--- src/rtl/wb_stage_buf.sv ---
// Writeback stage: aligns and extends loads, queues pipeline results in an in-order
// FIFO and arbitrates the register-file write port against the LLU. Optional: WB_STALL_CNT_EN.
module wb_stage_buf #(
   parameter int DATA_W     = 32,
   parameter int ADDR_W     = 5,
   parameter int FIFO_DEPTH = 4
) (
   input  logic                          clk_i,
   input  logic                          rst_i,
   input  logic                          MEMWB_valid_i,
   output logic                          MEMWB_ready_o,
   input  logic [DATA_W-1:0]             MEMWB_mem_i,
   input  logic [DATA_W-1:0]             MEMWB_alu_i,
   input  logic [ADDR_W-1:0]             MEMWB_rd_i,
   input  logic                          MEMWB_ctrl_reg_write_i,
   input  logic                          MEMWB_ctrl_mem_to_reg_i,
   input  logic [1:0]                    MEMWB_ld_size_i,
   input  logic                          MEMWB_ld_unsigned_i,
   input  logic [1:0]                    MEMWB_ld_offset_i,
   input  logic                          LLU_valid_i,
   input  logic [ADDR_W-1:0]             LLU_rd_i,
   input  logic [DATA_W-1:0]             LLU_data_i,
   output logic [ADDR_W-1:0]             WB_reg_write_address_o,
   output logic [DATA_W-1:0]             WB_reg_write_data_o,
   output logic                          WB_ctrl_reg_write_o,
`ifdef WB_STALL_CNT_EN
   output logic [31:0]                   WB_stall_cnt_o,
   output logic [31:0]                   WB_conflict_cnt_o,
`endif
   output logic [$clog2(FIFO_DEPTH):0]   WB_fifo_count_o
);

   localparam int PTR_W = $clog2(FIFO_DEPTH);
   localparam int CNT_W = PTR_W + 1;
   localparam logic [CNT_W-1:0] FULL = CNT_W'(FIFO_DEPTH);

   typedef struct packed {
      logic [ADDR_W-1:0] rd;
      logic [DATA_W-1:0] data;
   } entry_t;

   entry_t              fifo_q [FIFO_DEPTH];
   logic [PTR_W-1:0]    wr_ptr_q, rd_ptr_q;
   logic [CNT_W-1:0]    count_q, count_d;
   logic [ADDR_W-1:0]   wb_addr_q, wb_addr_d;
   logic [DATA_W-1:0]   wb_data_q, wb_data_d;
   logic                wb_we_q, wb_we_d;

   logic [7:0]          byte_lane;
   logic [15:0]         half_lane;
   logic [DATA_W-1:0]   ld_data, res_data;
   logic                accept, writeable, llu_grant, fifo_empty;
   logic                pop, bypass, push;

   // Sub-word load alignment; a misaligned half simply uses offset[1].
   always_comb begin
      byte_lane = MEMWB_mem_i[{MEMWB_ld_offset_i, 3'b000} +: 8];
      half_lane = MEMWB_mem_i[{MEMWB_ld_offset_i[1], 4'b0000} +: 16];
      unique case (MEMWB_ld_size_i)
         2'b00:   ld_data = MEMWB_ld_unsigned_i ? {{(DATA_W-8){1'b0}}, byte_lane}
                                                : {{(DATA_W-8){byte_lane[7]}}, byte_lane};
         2'b01:   ld_data = MEMWB_ld_unsigned_i ? {{(DATA_W-16){1'b0}}, half_lane}
                                                : {{(DATA_W-16){half_lane[15]}}, half_lane};
         default: ld_data = MEMWB_mem_i;
      endcase
      res_data = MEMWB_ctrl_mem_to_reg_i ? ld_data : MEMWB_alu_i;
   end

   assign MEMWB_ready_o = (count_q < FULL);
   assign accept        = MEMWB_valid_i & MEMWB_ready_o;
   assign writeable     = MEMWB_ctrl_reg_write_i & (MEMWB_rd_i != '0);
   assign llu_grant     = LLU_valid_i & (LLU_rd_i != '0);
   assign fifo_empty    = (count_q == '0);
   assign pop           = ~llu_grant & ~fifo_empty;
   assign bypass        = ~llu_grant & fifo_empty & accept & writeable;
   assign push          = accept & writeable & ~bypass;

   always_comb begin
      count_d   = count_q + CNT_W'(push) - CNT_W'(pop);
      wb_addr_d = wb_addr_q;
      wb_data_d = wb_data_q;
      wb_we_d   = 1'b0;
      if (llu_grant) begin
         wb_addr_d = LLU_rd_i;
         wb_data_d = LLU_data_i;
         wb_we_d   = 1'b1;
      end else if (pop) begin
         wb_addr_d = fifo_q[rd_ptr_q].rd;
         wb_data_d = fifo_q[rd_ptr_q].data;
         wb_we_d   = 1'b1;
      end else if (bypass) begin
         wb_addr_d = MEMWB_rd_i;
         wb_data_d = res_data;
         wb_we_d   = 1'b1;
      end
   end

   // NOTE: sequential state uses non-blocking assignments so every register samples pre-edge values.
   always_ff @(posedge clk_i or posedge rst_i) begin
      if (rst_i) begin
         wr_ptr_q  <= '0;
         rd_ptr_q  <= '0;
         count_q   <= '0;
         wb_addr_q <= '0;
         wb_data_q <= '0;
         wb_we_q   <= 1'b0;
      end else begin
         if (push) wr_ptr_q <= wr_ptr_q + 1'b1;
         if (pop)  rd_ptr_q <= rd_ptr_q + 1'b1;
         count_q   <= count_d;
         wb_addr_q <= wb_addr_d;
         wb_data_q <= wb_data_d;
         wb_we_q   <= wb_we_d;
      end
   end

   // NOTE: storage is not reset; the count and pointers alone decide which entries are live.
   always_ff @(posedge clk_i) begin
      if (push) fifo_q[wr_ptr_q] <= '{rd: MEMWB_rd_i, data: res_data};
   end

   assign WB_reg_write_address_o = wb_addr_q;
   assign WB_reg_write_data_o    = wb_data_q;
   assign WB_ctrl_reg_write_o    = wb_we_q;
   assign WB_fifo_count_o        = count_q;

`ifdef WB_STALL_CNT_EN
   logic [31:0] stall_cnt_q, conflict_cnt_q;
   logic        conflict;

   // A conflict is a writeable accept that would have bypassed but lost the port to the LLU.
   assign conflict = llu_grant & fifo_empty & accept & writeable;

   always_ff @(posedge clk_i or posedge rst_i) begin
      if (rst_i) begin
         stall_cnt_q    <= '0;
         conflict_cnt_q <= '0;
      end else begin
         if (MEMWB_valid_i & ~MEMWB_ready_o & (stall_cnt_q != 32'hFFFF_FFFF))
            stall_cnt_q <= stall_cnt_q + 32'd1;
         if (conflict & (conflict_cnt_q != 32'hFFFF_FFFF))
            conflict_cnt_q <= conflict_cnt_q + 32'd1;
      end
   end

   assign WB_stall_cnt_o    = stall_cnt_q;
   assign WB_conflict_cnt_o = conflict_cnt_q;
`endif

endmodule

--- config.mk ---
export PLATFORM = sky130hd
export DESIGN_NAME = wb_stage_buf
export DESIGN_NICKNAME = d
export VERILOG_FILES = /design/src/rtl/wb_stage_buf.sv
export SDC_FILE = /design/constraint.sdc
export NUM_CORES = 1
export LEC_CHECK = 0
export ABC_AREA = 1
export BUFFER_PORTS_ARGS = -buffer_cell sky130_fd_sc_hd__clkbuf_2
export CAP_MARGIN = 20
export CORE_MARGIN = 2
export CORE_UTILIZATION = 40
export CTS_BUF_LIST = sky130_fd_sc_hd__clkbuf_8
export CTS_CLUSTER_DIAMETER = 50
export DETAILED_ROUTE_END_ITERATION = 6
export PLACE_DENSITY = 0.64
export SETUP_SLACK_MARGIN = 0.5
export SLEW_MARGIN = 20
export SYNTH_ARGS = -nofsm -noshare
export SYNTH_HDL_FRONTEND = slang
export SYNTH_SLANG_ARGS = --single-unit
--- constraint.sdc ---
create_clock -name clk_i -period 2.9 [get_ports clk_i]
set_input_delay 0.145 -clock clk_i [delete_from_list [all_inputs] [get_ports clk_i]]
set_output_delay 0.145 -clock clk_i [all_outputs]
set_load 0.03 [all_outputs]
==> run_results.csv <==
group,metric,value,unit
die,start_util,0.410,
clock_tree,clk_path_buf_depth,2,
yosys,synth_ff_type,"edfxtp_1",
yosys,syn_nets,1126,
yosys,synth_top_family_by_area,"simple AND/OR/NAND/NOR gates",
drt,num_vias,7519,
drt,ant_nets,0,
clock_tree,clock-root-buffer,"clkbuf_8",
global_route,grt.total_usage,0.211,
yosys,avgSynthCellArea,9.31,sq um
yosys,synthAdderAreaFrac,0.0102,
critical_path,slowest_delay,540,ps
yosys,synth.top_cells.by_count,"265 x nand2_1, 148 x edfxtp_1, 129 x nor2_1",
timing,fin_skew,14.3,ps
drt,via_per_inst,5.07,
clock_tree,cts-buffers-inserted,17,
yosys,synth.most_common_cell,"nand2_1",
status,status,"complete, no violations",
timing,finalCritPeriodShare,0.789,
yosys,synth_compound_area_frac,0.0884,
yosys,synthSimpleGateAreaFrac,0.252,
power_and_ir_drop,p_leak,4.76,nW
global_route,grt-ovfl-total,0,
critical_path,start_kind,"input pin",
clock_tree,h-tree-depth,4,
global_route,antenna_found_initial,0,
yosys,yosysWarnings,0,
layout,drive_gt1_frac,0.239,
yosys,synth_xor_area_frac,0.00375,
min_path,hp-class,"input pin to register",
critical_path,crit_path_end_kind,"register",
flow_run,cap_violations,0,
place,place_area,10500,sq um
timing,finalSetupViolations,0,
critical_path,worstPathRequired,3290,ps
drt,drt_first_pass_iters,5,
die,die-area,24600,sq um
timing,fin_setup_tns,0,ps
clock_tree,cts_sinks,193,
die,std_cell_rows,55,
critical_path,crit_fanout,6,
yosys,yosys.area.top_type_share,0.476,
place,gp_congestion,0.825,
die,die_h,157,microns
clock_tree,cts_tree,"yes",
timing,slew_viol_final,0,
drt,wl,25400,microns
power_and_ir_drop,p_per_area,824,nW/um^2
layout,design_area,11000,sq um
yosys,synth_seq_cells,193,
yosys,synth_edf_count,148,
yosys,yosysSeqAreaShare,0.597,
yosys,synth_area_leaders,"edfxtp_1 48%, dfrtp_1 12%, nand2_1 11%",
timing,max_freq,437,MHz
critical_path,path_cells,"dlygate4sd3_1, clkbuf_2, nor2_1, nand4_1, nand3_2, or2_4, ha_1, inv_1, ha_1, fa_2, xnor2_1, xor2_1",
die,die_w,157,microns
critical_path,criticalPathCategory,"input pin to register",
die,core,22800,sq um
yosys,async_reset_ff_frac,0.233,
drt,routedWlPerCell,17.1,microns
critical_path,cp_slowest_cell,"dlygate4sd3_1",
clock_tree,clk_latency,470,ps
critical_path,crit_arrival,2680,ps
yosys,synthDistinctLibCells,33,
global_route,grt_pass1_wl,39300,microns
yosys,yosysTopAreaCell,"edfxtp_1",
yosys,synthMuxAreaShare,0,
layout,syn_to_final_growth,17.4,%
timing,worst_pin_slew,920,ps
drt,drt_iter0_markers,733,
timing,finalHoldViolations,0,
place,portBuffers,158,
drt,drc,0,
global_route,grt_max_degree,76,
critical_path,worst_path_most_repeated_cell,"ha_1",
global_route,grt_pass1_vias,7195,
power_and_ir_drop,peakVddDrop,0.000384,V
layout,fin_util,0.481,
timing,rsz0062_at_grt,"no",
timing,relSlewSlack,0.386,
clock_tree,clk_pin_slew,100,ps
yosys,synthCells,1002,
yosys,syn_area,9330,sq um
timing,period_needed,2290,ps
die,io_pins,159,
place,dp_hpwl,17000,microns
layout,nNetsFinal,1280,
-- critical path, delay by kind of cell --
kind / cells / cell delay [ps]
fa+ha+maj: 3 / 800
xor+xnor: 2 / 360
buf+inv: 3 / 750
simple gates: 4 / 610
-- cell type report --
cell class	instances	area (sq um)
fill	2200	11800
sequential	193	5580
multi-input combinational	710	3350
timing repair buffer	191	1090
tap	313	392
clock buffer	18	248
inverter	43	166
clock inverter	14	133
antenna	1	2.50
-- metrics by stage --
step	instances	power (mW)	setup slack, ps	hold slack, ps
after global placement	1439	7.34	522	104
after floorplan	1002	6.29	338	244
after CTS	1481	9.09	527	0.368
final	1483	9.03	613	30.9
after global routing	1482	9.64	509	22.8
after detailed placement	1439	7.40	429	106
-- sequential cells by signal (all words and copies together) (netlist names) --
| signal | count |
|---|---|
| rd_ptr_q | 2 |
| WB_reg_write_data_o | 32 |
| WB_reg_write_address_o | 5 |
| WB_ctrl_reg_write_o | 1 |
| WB_fifo_count_o | 3 |
| fifo_q | 148 |
| wr_ptr_q | 2 |
-- worst paths after layout --
| check | start | to | slack [ps] | depth (start not counted) |
|---|---|---|---|---|
| worst max-delay path | MEMWB_rd_i[3] | WB_fifo_count_o[2] | 610 | 12 |
| worst min-delay path | LLU_rd_i[2] | WB_reg_write_address_o[2] | 30 | 5 |
| worst max register to register | WB_fifo_count_o[2] | WB_fifo_count_o[2] | 650 | 9 |
| worst min register to register | WB_fifo_count_o[1] | WB_fifo_count_o[2] | 510 | 1 |
| max in group asynchronous | rst_i | WB_reg_write_data_o[28] | 2130 | 4 |
| min in group asynchronous | rst_i | WB_reg_write_data_o[2] | 160 | 3 |
-- logic make-up (layout without fill, tap and decap cells) --
group / Yosys count / count (layout)
fa+ha+maj: 7 / 7
buf+inv: 99 / 266
compound gates: 158 / 158
flops: 193 / 193
xor+xnor: 4 / 4
other cells: 0 / 1
simple gates: 541 / 541
-- cell usage in the layout (no fill, tap or decap), types with 5 or more instances in the layout --
cell type      synthesis  final
o21ai_0               43     43
ha_1                   6      6
clkbuf_2               0    158
nand3_1               51     50
or2_2                 24     23
buf_4                  3     21
edfxtp_1             148    148
o22ai_1               12     12
dfrtp_1               45     41
nand2_1              265    265
dlygate4sd3_1          0     10
inv_2                  4      7
nor2_1               129    124
nand2_2               16     16
clkinv_4               1      5
inv_1                 37     35
and3_1                 8      8
a21oi_1               97     97
clkbuf_8               0     18
nor3_1                26     26
and2_1                16     16
-- report_power, final --
group | leakage [nW] | internal [mW] | switching, mW | total, mW
Clock | 0.187 | 0.715 | 0.979 | 1.69
Combinational | 2.71 | 1.10 | 2.53 | 3.63
Sequential | 1.86 | 3.48 | 0.218 | 3.70
Total | 4.76 | 5.30 | 3.73 | 9.03
-- routing by layer --
metal,up-vias,global-route usage,part of all wire
met1,3567,0.297,0.46
met5,-,0,0
met3,25,0.0371,0.063
li1,3663,-,-
met2,264,0.338,0.46
met4,0,0.0524,0.013
-- timing repair --
action                                  in CTS  in global routing
hold buffers                                10                  0
gates resized for setup                      1                  1
setup buffers                                0                  1
pin swaps                                    0                  1
endpoints found under the setup margin       1                  1
hold endpoints to repair                    65                  0
Power figures use the tool's default switching activity.
